<file path="src/rtl/card_dealer.sv">
// Card dealer: seeds a 12-bit LFSR from the Counter, runs the 2 s timer handshake per draw,
// and deals ranks 1..13 from a tracked 52-card deck (at most 4 of each rank).
module card_dealer #(
  parameter int WIDTH   = 12,
  parameter int TIMEOUT = 150000000,
  parameter int TO_W    = 28
) (
  input  logic             clk_50M,
  input  logic             i_Reset,
  input  logic [WIDTH-1:0] i_Seed,
  input  logic             i_SeedLoad,
  input  logic             i_Shuffle,
  input  logic             i_DrawReq,
  input  logic             i_TwoSec,
  output logic             o_RstCounter,
  output logic             o_Active,
  output logic [3:0]       o_Card,
  output logic             o_CardValid,
  output logic             o_Busy,
  output logic             o_DeckEmpty,
  output logic             o_Error
);

  typedef enum logic [2:0] {
    S_IDLE,
    S_CLR,
    S_WAIT,
    S_DRAW,
    S_DONE
  } state_t;

  state_t          state;
  state_t          state_next;
  logic [11:0]     lfsr;
  logic [11:0]     lfsr_next;
  logic [2:0]      counts [16];
  logic [5:0]      dealt;
  logic [3:0]      card;
  logic [TO_W-1:0] watchdog;
  logic [3:0]      rank;
  logic            accept;
  logic            timeout_hit;
  logic            draw_ok;

  assign lfsr_next   = {lfsr[10:0], lfsr[11] ^ lfsr[10] ^ lfsr[9] ^ lfsr[3]};
  assign rank        = lfsr[3:0];
  assign accept      = (rank <= 4'd12) && (counts[rank] < 3'd4);
  assign timeout_hit = (watchdog == TO_W'(TIMEOUT - 1));
  assign draw_ok     = i_DrawReq && !i_Shuffle && !o_DeckEmpty;

  assign o_Card      = card;
  assign o_Busy      = (state != S_IDLE);
  assign o_DeckEmpty = (dealt == 6'd52);

  always_ff @(posedge clk_50M) begin
    if (i_Reset) state <= S_IDLE;
    else         state <= state_next;
  end

  always_comb begin
    state_next   = state;
    o_RstCounter = 1'b0;
    o_Active     = 1'b0;
    o_CardValid  = 1'b0;
    o_Error      = 1'b0;
    case (state)
      S_IDLE: if (draw_ok) state_next = S_CLR;
      S_CLR: begin
        o_RstCounter = 1'b1;
        state_next   = S_WAIT;
      end
      S_WAIT: begin
        if (i_TwoSec) begin
          state_next = S_DRAW;
        end else begin
          o_Active = 1'b1;
          if (timeout_hit) begin
            o_Error    = 1'b1;
            state_next = S_IDLE;
          end
        end
      end
      S_DRAW: if (accept) state_next = S_DONE;
      S_DONE: begin
        o_CardValid = 1'b1;
        state_next  = S_IDLE;
      end
      default: state_next = S_IDLE;
    endcase
    // Reset silences the Counter handshake in the very cycle it is asserted.
    if (i_Reset) begin
      o_RstCounter = 1'b0;
      o_Active     = 1'b0;
      o_CardValid  = 1'b0;
      o_Error      = 1'b0;
    end
  end

  always_ff @(posedge clk_50M) begin
    if (i_Reset) begin
      lfsr     <= 12'hACE;
      dealt    <= '0;
      card     <= '0;
      watchdog <= '0;
      for (int i = 0; i < 16; i++) counts[i] <= '0;
    end else begin
      case (state)
        S_IDLE: begin
          if (i_Shuffle) begin
            dealt <= '0;
            for (int i = 0; i < 16; i++) counts[i] <= '0;
          end else if (i_SeedLoad) begin
            lfsr <= (i_Seed[11:0] == 12'd0) ? 12'hACE : i_Seed[11:0];
          end
        end
        S_CLR:  watchdog <= '0;
        S_WAIT: watchdog <= watchdog + 1'b1;
        // A rejected window still advances the LFSR so the next cycle tries a new rank.
        S_DRAW: begin
          lfsr <= lfsr_next;
          if (accept) begin
            card         <= rank + 4'd1;
            counts[rank] <= counts[rank] + 3'd1;
            dealt        <= dealt + 6'd1;
          end
        end
        default: ;
      endcase
    end
  end

endmodule

</file>
<file path="config.mk">
export PLATFORM = sky130hd
export DESIGN_NAME = card_dealer
export DESIGN_NICKNAME = d
export VERILOG_FILES = /design/src/rtl/card_dealer.sv
export SDC_FILE = /design/constraint.sdc
export NUM_CORES = 1
export LEC_CHECK = 0
export CAP_MARGIN = 20
export CORE_ASPECT_RATIO = 0.6
export CORE_MARGIN = 1.5
export CORE_UTILIZATION = 54
export CTS_CLUSTER_DIAMETER = 150
export DETAILED_ROUTE_END_ITERATION = 8
export PLACE_DENSITY_LB_ADDON = 0.25
export SLEW_MARGIN = 20
export SYNTH_ARGS = -nofsm -noshare
export SYNTH_HDL_FRONTEND = slang
export SYNTH_SLANG_ARGS = --single-unit
</file>
<file path="constraint.sdc">
create_clock -name clk_50M -period 2.55 [get_ports clk_50M]
set_input_delay 0.51 -clock clk_50M [delete_from_list [all_inputs] [get_ports clk_50M]]
set_output_delay 0.51 -clock clk_50M [all_outputs]
set_load 0.05 [all_outputs]
</file>
# Word-level counts from Yosys, hierarchy flattened
# Memory sizes are Yosys's and may differ from the RTL's. A register that Yosys moved wholly into a read port is not among the register bits.
# Index checks and enable logic that the tools add are counted.
dict set report word_totals {
  memories 1
  out_inout_bits 10
  reg_bits 53
  in_bits 18
  ramBits 48
}
# memory depth width rd rd_clocked_by_memory_dff wr line_no
set memory_table {}
lappend memory_table {counts 16 3 1 1 16 36} ;# logic [2:0] counts [16];
dict set report op_classes {
  n_reduce_logical 15
  n_mux 55
  bitwise_logic 19
  n_eq_ne 12
  n_addsub 4
  order_cmp 2
}
# cell n
set op_table {}
lappend op_table {{two-way mux 3 bit} 21}
lappend op_table {{case mux 28 bit (2 select lines)} 1}
lappend op_table {{two-way mux 12 bit} 3}
lappend op_table {{adder 28 x 1 -> 28 bit (second input constant)} 1}
lappend op_table {{equality test 28 bit (second input constant)} 1}
lappend op_table {{case mux 12 bit (2 select lines)} 1}
lappend op_table {{two-way mux 1 bit} 22}
lappend op_table {{OR 1 bit} 16}
lappend op_table {{logical NOT 12 bit} 1}
lappend op_table {{two-way mux 4 bit} 3}
lappend op_table {{two-way mux 6 bit} 2}
lappend op_table {{case mux 3 bit (4 select lines)} 1}
lappend op_table {{case mux 6 bit (2 select lines)} 1}
lappend op_table {{inequality test 2 bit (second input constant)} 5}
lappend op_table {{AND reduction 3 bit} 3}
lappend op_table {{adder 6 x 1 -> 6 bit (second input constant)} 1}
lappend op_table {{equality test 3 x 2 -> 1 bit (second input constant)} 2}
lappend op_table {{equality test 6 bit (second input constant)} 1}
lappend op_table {{adder 4 x 1 -> 4 bit (second input constant)} 1}
lappend op_table {{less-or-equal comparator 4 bit (second input constant)} 1}
lappend op_table {{nonzero test 2 bit} 2}
lappend op_table {{adder 3 x 1 -> 3 bit (second input constant)} 1}
lappend op_table {{equality test 3 x 1 -> 1 bit (second input constant)} 1}
lappend op_table {{equality test 3 bit (second input constant)} 1}
lappend op_table {{9 further kinds} 14}

# Logic depth before layout (Yosys ltp)
# Gate-level depths: netlist of run 1.
dict set report depth {
  ltp_word 8
  depth_mapped 8
  ltp_nobuf 7
}

# Worst setup path before layout of run 1
# Ideal clock, no wire load.
dict set report synth_path {
  path_kind {reg2out}
  from {reg state[1]}
  to {out o_Error}
  n_path_buf 2
  arrival_ns 2.873
  slack_ns -0.833
  path_stages_with_launch 6
  path_cell_list {dfxtp_1 > buf_2 > or3b_1 > clkbuf_1 > nor3_1 > nor2b_1}
}
dict set report synth_between {
  elab_chain_len 3
}
# item line_no
set synth_lines {}
lappend synth_lines {{from (decl)} 32} ;# state_t state;
lappend synth_lines {{from (signal assigned)} 57} ;# else state <= state_next;
lappend synth_lines {{equality test 3 x 2 -> 1 bit} 66} ;# case (state)
lappend synth_lines {{two-way mux 1 bit} 66}
lappend synth_lines {{two-way mux 1 bit} 91} ;# if (i_Reset) begin
lappend synth_lines {{to (decl)} 21} ;# output logic o_Error
# Every way passes these cells.

# Worst setup path in the final report of run 1
dict set report layout_path {
  from {reg watchdog[10]}
  to {out o_Error}
}
dict set report layout_between {
  elab_chain_len 5
}
# item line_no
set layout_lines {}
lappend layout_lines {{from (decl)} 39} ;# logic [TO_W-1:0] watchdog;
lappend layout_lines {{from (signal assigned)} 117} ;# S_WAIT: watchdog <= watchdog + 1'b1;
lappend layout_lines {{equality test 28 bit} 48} ;# assign timeout_hit = (watchdog == TO_W'(TIMEOUT - 1));
lappend layout_lines {{two-way mux 1 bit} 77} ;# if (timeout_hit) begin
lappend layout_lines {{two-way mux 1 bit} 73} ;# if (i_TwoSec) begin
lappend layout_lines {{two-way mux 1 bit} 66}
lappend layout_lines {{two-way mux 1 bit} 91}
# Every way passes these cells.

==> results.md, run 1 <==
- Status: finished, violations left
- Violated checks: setup timing
- WL final: between 10000 and 15000 um
- Switching pwr: roughly 0.96 mW
- Antenna viol nets, final: 0
- Initial antenna violation count: 0
- Crit Path Class: flop to output pin
- # port buffers: 27
- Share of cells above drive strength 1: around 15%
- Core area: 9880 um2
- Worst VDD drop: roughly 480 uV
- Commonest non-fill, non-tap cell in the layout: dfxtp_1
- Vias per cell: approximately 6.4
- Count of final hold-check violations: 0
- Mapped Nets: 562
- Final Max Tran Viols: 0
- Flop2flop setup slack: around 0.04 ns
- # setup viols final: 1
- Post-Syn Instances: between 500 and 600
- Clock share of power: around 38%
- Chip Width: approximately 130 um
- Crit path max-delay family: simple AND/OR/NAND/NOR gates
- Rows: 28
- Most frequent cells in the layout: dfxtp_1, edfxtp_1, nor2_1, a21oi_1, nand2_1
- P per Cell Area: a little under 600 nW/um2
- Number of flops mapped to enable cells by yosys: 48
- Worst EP required: just over 2 ns
- Gr usage total: 26.2%
- Max Cap Viol: 0
- First-pass GRT wire length: about 21000 um
- Number of synthesis warnings: 0
- CP bufs+invs: 1
- Dpl cell area: approximately 6000 um2
- Clock tree buffer depth: 2
- Hold Path Class: flop to flop
- Detailed Route Iter0 Violations: between 500 and 600
- TritonRoute pass-1 iters: 5
- Sequential share of power: 49.6%
- Post-synth top flop: dfxtp_1
- Initial core utilization: a little under three fifths
- Placer Congestion: 0.865
- Pint: 2.82 mW
- Final worst path period need: ~2.6 ns
- Total global routing overflow: 0
- ANT cells: 0
- Remaining DRCs: 0
- Vias in the first global route: just under 4000
- # H-tree levels: 3
- Number of distinct library cells after synthesis: 67
- Non-filler cells, final: between 700 and 800
- Fin crit share: 101%
- Seq/Total Area, Yosys: 47.0%
- Clock Sinks: roughly 110
- Mapped Area: 5490 um2
- Max_slew headroom: between 50% and 60%
- Placed insts: ~700
- Cells along the critical path: or4_1, nor4_2, nand4_1, nor2b_2, buf_12
- Critical-path maximum fanout: 5
- Hold bufs inserted after CTS: 0
- DIE AREA: 10800 um2
- HPWL Detailed: ~9700 um
- Max incr delay on CP: around 0.56 ns
- Logic pwr share: between 10% and 20%
- Final core occ: between 60% and 70%
- Switch share: 25.3%
- Via count: 4515
- Fillers: approximately 770
- Nets: roughly 590
- Worst-margin pin slew: ~0.74 ns
- WL per Instance: approximately 20 um
- Cts bufs inserted: 9
- Crit path arrival time: 2.07 ns
- Crit end category: output pin
- Clk Latency, worst-skew pair: 0.35 ns
- Final worst slack: -0.0335 ns
- Area delta synth->final: 15.8%
- CTS root buf: clkbuf_16
- Setup crit start kind: flop
- Die Y: between 80 and 90 um
- Async S/R FF share, synth: 0%
- Slowest-stage cell, CP: or4_1
- Clock skew: 0.00788 ns
- Final Cell Area: 6360 um2
- I/O pins: 28
- Leakage: 2.30 nW
- Syn Area/Cell: ~10 um2
- Register bit total from synthesis: 105
- Fmax: approximately 390 MHz
- Largest net degree at the start of global routing: 49
- CTS tree: built
- Clock transition at path regs: about 0.07 ns
- Setup slack at placement: between 0.008 and 0.009 ns
- RSZ-0062 raised after global routing: true
## layer usage
metal	track usage [%]	part of all wire (%)	vias up
met5	0	0	-
met4	4.89	0.69	0
met3	6.93	11	15
met2	35.3	40	229
met1	41.5	49	2165
li1	-	-	2106
## stage by stage
step | power, mW | TNS [ns] | hold WS [ns]
after CTS | 3.78 | 0 | 0.458
after global routing | 3.89 | -0.0804 | 0.506
after floorplan | 2.20 | -0.384 | 0.437
final | 3.78 | -0.0335 | 0.458
after detailed placement | 2.37 | 0 | 0.447
after global placement | 2.36 | 0 | 0.443
## synthesized netlist by cell type, drive strengths merged, types with 10 or more instances
cell	number	share of area (%)
dfxtp	57	21
edfxtp	48	26
nor2	37	2.6
a21oi	33	3.0
nand2	32	2.2
and3	30	3.4
nor3	23	2.3
clkbuf	22	1.5
nand4	19	2.2
buf	16	1.8
nand3	16	1.5
inv	15	1.0
and4	13	2.1
o21ai	13	1.2
a31o	12	1.9
mux4	11	4.8
nor2b	11	1.3
nor4	10	1.3
## power by group through the flow
| stage | combinational [mW] | sequential, mW | clock, mW |
|---|---|---|---|
| floorplan | 0.307 | 1.89 | 0 |
| global placement | 0.455 | 1.91 | 0 |
| detailed placement | 0.463 | 1.91 | 0 |
| CTS | 0.477 | 1.87 | 1.43 |
| global route | 0.517 | 1.88 | 1.49 |
| finish | 0.487 | 1.88 | 1.42 |
## area by class of cell
| type | count | area, um2 | share of cell area (%) |
|---|---|---|---|
| clock buffers | 12 | 248 | 3.90 |
| clock inverters | 4 | 50.0 | 0.787 |
| repair buffers | 54 | 520 | 8.19 |
| well taps | 135 | 169 | 2.66 |
| flip-flops and latches | 105 | 2580 | 40.7 |
| inverters | 15 | 56.3 | 0.886 |
| multi-input cells | 378 | 2730 | 42.9 |
## repair_timing
action	in CTS	in global routing
gates resized for setup	6	9
buffers inserted	2	0
pin swaps	2	2
endpoints found under the setup margin	4	32
## cells by family (layout without fill, tap and decap cells)
kind of cell	Yosys count	count (layout)	share of synthesized area [%]
flip-flops	105	105	47.0
adder cells (fa/ha/maj)	8	8	1.82
AND/OR/NAND/NOR	239	239	25.2
buffers and inverters	53	85	4.31
XOR/XNOR	5	5	0.798
AO/OA/AOI/OAI	98	98	12.7
multiplexers	28	28	8.16
## state kept, by name, summed over array words and instances (netlist names), named ones only
signal and cells:
state 3, o_Card 4, lfsr 12, dealt 6, watchdog 28, counts 48
## final timing paths
| check | end | depth (start not counted) | from |
|---|---|---|---|
| hold reg to reg | lfsr[4] | 2 | lfsr[4] |
| hold / removal | lfsr[4] | 2 | lfsr[4] |
| setup / recovery | o_Error | 5 | watchdog[10] |
| setup reg to reg | counts[11][0] | 6 | flop |
## tightest hold or removal path, stage by stage (launching register included)
cell     delay (ns)
dfxtp_1        0.31
nand2_1        0.05
a21oi_1        0.05
Power figures use the tool's default switching activity.
==> run 2: changes to the inputs <==
--- a/config.mk
+++ b/config.mk
@@ -8,7 +8,7 @@
 export CAP_MARGIN = 20
 export CORE_ASPECT_RATIO = 0.6
 export CORE_MARGIN = 1.5
-export CORE_UTILIZATION = 54
+export CORE_UTILIZATION = 65
 export CTS_CLUSTER_DIAMETER = 150
 export DETAILED_ROUTE_END_ITERATION = 8
 export PLACE_DENSITY_LB_ADDON = 0.25
==> constraint.sdc (replaced) <==
create_clock -name clk_50M -period 3 [get_ports clk_50M]
set_input_delay 0.6 -clock clk_50M [delete_from_list [all_inputs] [get_ports clk_50M]]
set_output_delay 0.6 -clock clk_50M [all_outputs]
set_load 0.05 [all_outputs]
==> run 2 against run 1 <==
  * The flow now finishes without violations
  * Count of clock-buffer cells in the layout increased by 2
  * Register-to-register slack improved by 0.20 ns
  * Combinational power decreased by 19%
  * Sequential cell count unchanged
  * Clock power decreased by 21%
  * Worst hold slack improved by 0.0038 ns
  * Routed wire length increased by 3.8%
  * Via count increased by 2.0%
  * Critical path depth unchanged
  * Sequential share of layout area increased by 1.6 points
  * Worst setup slack improved by 0.18 ns
  * Clock skew about the same
==> results.md, run 2 (synthesis gave the netlist of run 1 again) <==
- Area delta synth->final: 11.3% (was 15.8%)
- Worst EP required: 2.40 ns (was 2.04 ns)
- Crit Path Class: flop to output pin (unchanged)
- Cts bufs inserted: 9 (unchanged)
- Leakage: 2.19 nW (was 2.30 nW)
- Remaining DRCs: 0 (unchanged)
- # H-tree levels: 3 (unchanged)
- Final hold slack: 0.461 ns (was 0.458 ns)
- CTS tree: built (unchanged)
- Dpl cell area: 5830 um2 (was 5990 um2)
- Clk Latency, worst-skew pair: 0.35 ns (about the same)
- Via count: 4606 (was 4515)
- CTS root buf: clkbuf_16 (unchanged)
- Total global routing overflow: 0 (unchanged)
- WL per Instance: 21.6 um (was 19.7 um)
- Largest net degree at the start of global routing: 60 (was 49)
- Fin crit share: between 90% and 100%
- Antenna viol nets, final: 0 (unchanged)
- Crit end category: output pin (unchanged)
- Largest regs: counts: 48 flops, watchdog: 28 flops, lfsr: 12 flops (unchanged)
- Clock skew: 0.00819 ns (was 0.00788 ns)
- Largest Register: counts (unchanged)
- HPWL Detailed: 9910 um (was 9690 um)
- Worst path depth: 5 (unchanged)
- Final worst slack: 0.142 ns (was -0.0335 ns)
- Nets: 576 (was 589)
- Hold Path Class: flop to flop (unchanged)
- Clock Sinks: 105 (unchanged)
- Die Y: 74.2 um (was 81.1 um)
- Placer Congestion: 0.936 (was 0.865)
- Post-cts sizing count: 0 (was 6)
- Post-CTS setup buffers: 0 (was 2)
- Cells along the critical path: or4_1, nor4_1, nand4_1, nor2b_1, buf_12 (was or4_1, nor4_2, nand4_1, nor2b_2, buf_12)
- Status: finished clean (was finished, violations left)
- P per Cell Area: 510 nW/um2 (was 595 nW/um2)
- Gr usage total: 32.9% (was 26.2%)
- Slowest-stage cell, CP: or4_1 (unchanged)
- Final worst path period need: around 2.9 ns
- Worst VDD drop: 303 uV (was 479 uV)
- Fmax: ~350 MHz
- Core area: 8040 um2 (was 9880 um2)
- Final Max Tran Viols: 0 (unchanged)
- Initial core utilization: 68.3% (was 55.6%)
- First-pass GRT wire length: 22000 um (was 21400 um)
- I/O pins: 28 (unchanged)
- Vias in the first global route: 4053 (was 3960)
- CP bufs+invs: 1 (unchanged)
- Worst-margin pin slew: 0.768 ns (was 0.736 ns)
- Commonest non-fill, non-tap cell in the layout: dfxtp_1 (unchanged)
- DIE AREA: 9020 um2 (was 10800 um2)
- Setup TNS: 0 ns (was -0.0335 ns)
- # port buffers: 27 (unchanged)
- Share of cells above drive strength 1: 10.3% (was 15.3%)
- WL final: 14300 um (was 13800 um)
- Max Cap Viol: 0 (unchanged)
- Crit path arrival time: 2.26 ns (was 2.07 ns)
- Critical-path maximum fanout: 5 (unchanged)
- # setup viols final: 0 (was 1)
- Rows: 25 (was 28)
- Clock tree buffer depth: 2 (unchanged)
- RSZ-0062 raised after global routing: false (was true)
- Initial antenna violation count: 0 (unchanged)
- Most frequent cells in the layout: dfxtp_1, edfxtp_1, nor2_1, a21oi_1, nand2_1 (unchanged)
- Max_slew headroom: 48.6% (was 50.4%)
- Fillers: 539 (was 774)
- Setup slack at placement: 0.355 ns (was 0.00859 ns)
- Multi-input gate area: 2680 um2 (was 2730 um2)
- Chip Width: 122 um (was 133 um)
- Count of final hold-check violations: 0 (unchanged)
- Vias per cell: 6.95 (was 6.42)
- Detailed Route Iter0 Violations: 763 (was 566)
- Setup crit start kind: flop (unchanged)
- FF-to-FF path depth: 5 (was 6)
- Clock transition at path regs: 0.07 ns (about the same)
- Max reg flops: 48 (unchanged)
- Sequential cell area: 2580 um2 (about the same)
- Final core occ: 76.0% (was 64.3%)
- Max incr delay on CP: 0.51 ns (was 0.56 ns)
- Final Cell Area: 6110 um2 (was 6360 um2)
- Hold bufs inserted after CTS: 0 (unchanged)
- TritonRoute pass-1 iters: 5 (unchanged)
- Crit path max-delay family: simple AND/OR/NAND/NOR gates (unchanged)
- Hold path cells: 2 (unchanged)
- ANT cells: 0 (unchanged)
run 2: final timing paths:
check                                   from            to  slack, ns
worst max-delay path            watchdog[10]       o_Error       0.14
worst min-delay path                 lfsr[5]       lfsr[5]       0.46
worst max register to register          flop  counts[0][2]       0.24
worst min register to register       lfsr[5]       lfsr[5]       0.46
run 2: final cells by class:
type / count / share of cell area, %
flip-flops and latches: 105 / 42.3
clock buffers: 14 / 4.34
well taps: 108 / 2.21
repair buffers: 41 / 6.15
multi-input cells: 378 / 43.9
inverters: 15 / 0.922
clock inverters: 2 / 0.205
run 2: through the flow:
| stage | std cells | power [mW] |
|---|---|---|
| floorplan | 536 | 1.87 |
| global placement | 647 | 1.99 |
| detailed placement | 647 | 2.00 |
| CTS | 663 | 3.10 |
| global route | 663 | 3.20 |
| finish | 663 | 3.12 |
run 2: power by group:
part	switching, mW	internal [mW]	total [mW]
clock	0.507	0.614	1.12
combinational	0.251	0.146	0.396
sequential	0.0430	1.56	1.60
run 2: per-layer routing:
metal  wire length (um)  global-route usage, %  part of all wire [%]  up-vias
li1                   -                      -                     -     2085
met1               6010                   48.5                    42     2161
met2               6010                   45.2                    42      341
met5                  0                      0                     0        -
met4                173                   9.41                   1.2        0
met3               2140                   12.7                    15       19
run 2: worst register-to-register path: stages, from the launching register on:
cell and delay (ns):
dfxtp_1 0.31, buf_4 0.23, mux2i_1 0.41, mux4_2 0.41, o2111ai_2 0.32, o31ai_1 0.73
==> run 3: changes to the inputs <==
--- a/config.mk
+++ b/config.mk
@@ -6,12 +6,11 @@
 export NUM_CORES = 1
 export LEC_CHECK = 0
 export CAP_MARGIN = 20
-export CORE_ASPECT_RATIO = 0.6
-export CORE_MARGIN = 1.5
+export CORE_ASPECT_RATIO = 0.75
 export CORE_UTILIZATION = 65
 export CTS_CLUSTER_DIAMETER = 150
 export DETAILED_ROUTE_END_ITERATION = 8
-export PLACE_DENSITY_LB_ADDON = 0.25
+export PLACE_DENSITY = 0.92
 export SLEW_MARGIN = 20
 export SYNTH_ARGS = -nofsm -noshare
 export SYNTH_HDL_FRONTEND = slang
==> run 3 against run 2 <==
  * Cell count is 0.45% lower
  * Register-to-register slack lost 0.10 ns
  * Routed wire length shrank 1.7%
  * Via count grew 0.72%
  * Global-route usage grew 0.43 points
  * Maximum frequency down 0.66%
  * Die area is 2.2% lower
  * Largest power group unchanged
==> results.md, run 3 (synthesis gave the netlist of run 1 again) <==
- Largest Register: counts (unchanged)
- Max_slew headroom: 47.9% (was 48.6%)
- Nets: 576 (unchanged)
- Remaining DRCs: 0 (unchanged)
- Crit end category: output pin (unchanged)
- Sequential cell area: 2580 um2 (unchanged)
- Switching pwr: 0.744 mW (was 0.801 mW)
- Share of cells above drive strength 1: 10.3% (unchanged)
- Area delta synth->final: 9.57% (was 11.3%)
- Max reg flops: 48 (unchanged)
- Non-filler cells, final: 660 (was 663)
- Clock Sinks: 105 (unchanged)
- Initial antenna violation count: 0 (unchanged)
- Gr usage total: 33.4% (was 32.9%)
- Die Y: 81.6 um (was 74.2 um)
- DIE AREA: 8820 um2 (was 9020 um2)
- Dpl cell area: 5840 um2 (was 5830 um2)
- Worst setup endpoint: o_Error (unchanged)
- Vias per cell: 7.03 (was 6.95)
- Placed insts: 644 (was 647)
- Sequential share of power: 57.7% (was 51.3%)
- GR Layer Usage met1: 45.4% (was 48.5%)
- Fmax: 348 MHz (was 350 MHz)
- Reg2reg end: counts[14][1] (was counts[0][2])
- Hold bufs inserted after CTS: 0 (unchanged)
- WL per Instance: 21.4 um (was 21.6 um)
- Hold Path Class: flop to flop (unchanged)
- Setup crit start kind: flop (unchanged)
- # H-tree levels: 3 (unchanged)
- Largest regs: counts: 48 flops, watchdog: 28 flops, lfsr: 12 flops (unchanged)
- Clock tree buffer depth: 2 (unchanged)
- Final Max Tran Viols: 0 (unchanged)
- Vias in the first global route: 4129 (was 4053)
- Count of final hold-check violations: 0 (unchanged)
- Status: finished clean (unchanged)
- Grt peak-use layer: met2 (was met1)
- Fin crit share: 95.9% (was 95.3%)
- Detailed Route Iter0 Violations: 471 (was 763)
- Worst VDD drop: 394 uV (was 303 uV)
- Clock share of power: 28.9% (was 36.0%)
- TritonRoute pass-1 iters: 5 (unchanged)
- CTS root buf: clkbuf_8 (was clkbuf_16)
- Critical-path maximum fanout: 6 (was 5)
- P per Cell Area: 464 nW/um2 (was 510 nW/um2)
- Met3 Use GR: 11.3% (was 12.7%)
- RSZ-0062 raised after global routing: false (unchanged)
- Via count: 4639 (was 4606)
- Placer Congestion: 0.941 (was 0.936)
- First-pass GRT wire length: 21600 um (was 22000 um)
- Pint: 2.04 mW (was 2.32 mW)
- CP startpoint: watchdog[24] (was watchdog[10])
- Chip Width: 108 um (was 122 um)
- Grt met2 use: 50.2% (was 45.2%)
- Cts bufs inserted: 9 (unchanged)
- I/O pins: 28 (unchanged)
- Leakage: 2.15 nW (was 2.19 nW)
- Max Cap Viol: 0 (unchanged)
- Most frequent cells in the layout: dfxtp_1, edfxtp_1, nor2_1, a21oi_1, nand2_1 (unchanged)
- Rows: 28 (was 25)
- Clk Latency, worst-skew pair: 0.37 ns (was 0.35 ns)
- Clock skew: 0.0138 ns (was 0.00819 ns)
- Final Cell Area: 6010 um2 (was 6110 um2)
- Total global routing overflow: 0 (unchanged)
- CTS tree: built (unchanged)
- HPWL Detailed: 9730 um (was 9910 um)
- Worst EP required: 2.40 ns (about the same)
- Clock transition at path regs: 0.09 ns (was 0.07 ns)
- Antenna viol nets, final: 0 (unchanged)
- Logic pwr share: 13.3% (was 12.7%)
- # setup viols final: 0 (unchanged)
- Final core occ: 75.0% (was 76.0%)
- Crit path arrival time: 2.28 ns (was 2.26 ns)
- Core area: 8020 um2 (was 8040 um2)
- Crit Path Class: flop to output pin (unchanged)
- Switch share: 26.7% (was 25.7%)
- Flop2flop setup slack: 0.14 ns (was 0.24 ns)
- WL final: 14100 um (was 14300 um)
- Initial core utilization: 68.4% (was 68.3%)
- Worst-margin pin slew: 0.778 ns (was 0.768 ns)
- # port buffers: 27 (unchanged)
- Commonest non-fill, non-tap cell in the layout: dfxtp_1 (unchanged)
- ANT cells: 0 (unchanged)
- Largest net degree at the start of global routing: 49 (was 60)
- Final worst path period need: 2.88 ns (was 2.86 ns)
- Fillers: 534 (was 539)
- FF-to-FF path depth: 5 (unchanged)
- Multi-input gate area: 2680 um2 (about the same)
-- run 3: cell type report --
cell class	instances	share of cell area, %
timing repair buffer	41	6.45
clock buffer	12	2.60
tap	105	2.18
multi-input combinational	378	44.6
sequential	105	42.9
inverter	15	0.936
clock inverter	4	0.270
-- run 3: worst min path at each step --
stage	start	endpoint	cells past startpoint
2_1_floorplan	lfsr[5]	lfsr[5]	2
6_report	lfsr[5]	lfsr[5]	2
5_1_grt	lfsr[5]	lfsr[5]	2
3_5_place_dp	lfsr[5]	lfsr[5]	2
4_1_cts	lfsr[5]	lfsr[5]	2
3_3_place_gp	lfsr[4]	lfsr[4]	2
-- run 3: timing repair --
item | in CTS | in global routing
setup buffers | 0 | 0
resized for setup | 0 | 1
setup endpoints to repair | 0 | 1
-- run 3: through the flow --
stage          total power [mW]  setup WS (ns)  hold WS (ns)  TNS [ns]
2_1_floorplan              1.87        -0.0242         0.437   -0.0242
3_3_place_gp               1.98          0.346         0.444         0
3_5_place_dp               2.00          0.238         0.456         0
4_1_cts                    2.77          0.104         0.468         0
5_1_grt                    2.87        0.00208         0.493         0
6_report                   2.79          0.123         0.468         0
-- run 3: critical path, stage by stage (launching register included) --
cell and delay [ns]:
dfxtp_1 0.37, or4b_2 0.71, nor4b_1 0.27, nand4_1 0.20
nor2b_2 0.21, buf_12 0.15
-- run 3: routing by layer --
layer	part of all wire, %	vias to the layer above
met5	0	-
met4	2.1	0
met3	12	35
met2	45	319
met1	41	2209
li1	-	2076
-- run 3: power by group through the flow --
stage | clock, mW | combinational [mW] | sequential [mW]
6_report | 0.807 | 0.371 | 1.61
2_1_floorplan | 0 | 0.261 | 1.61
5_1_grt | 0.856 | 0.394 | 1.62
3_3_place_gp | 0 | 0.339 | 1.64
3_5_place_dp | 0 | 0.356 | 1.64
4_1_cts | 0.804 | 0.361 | 1.61
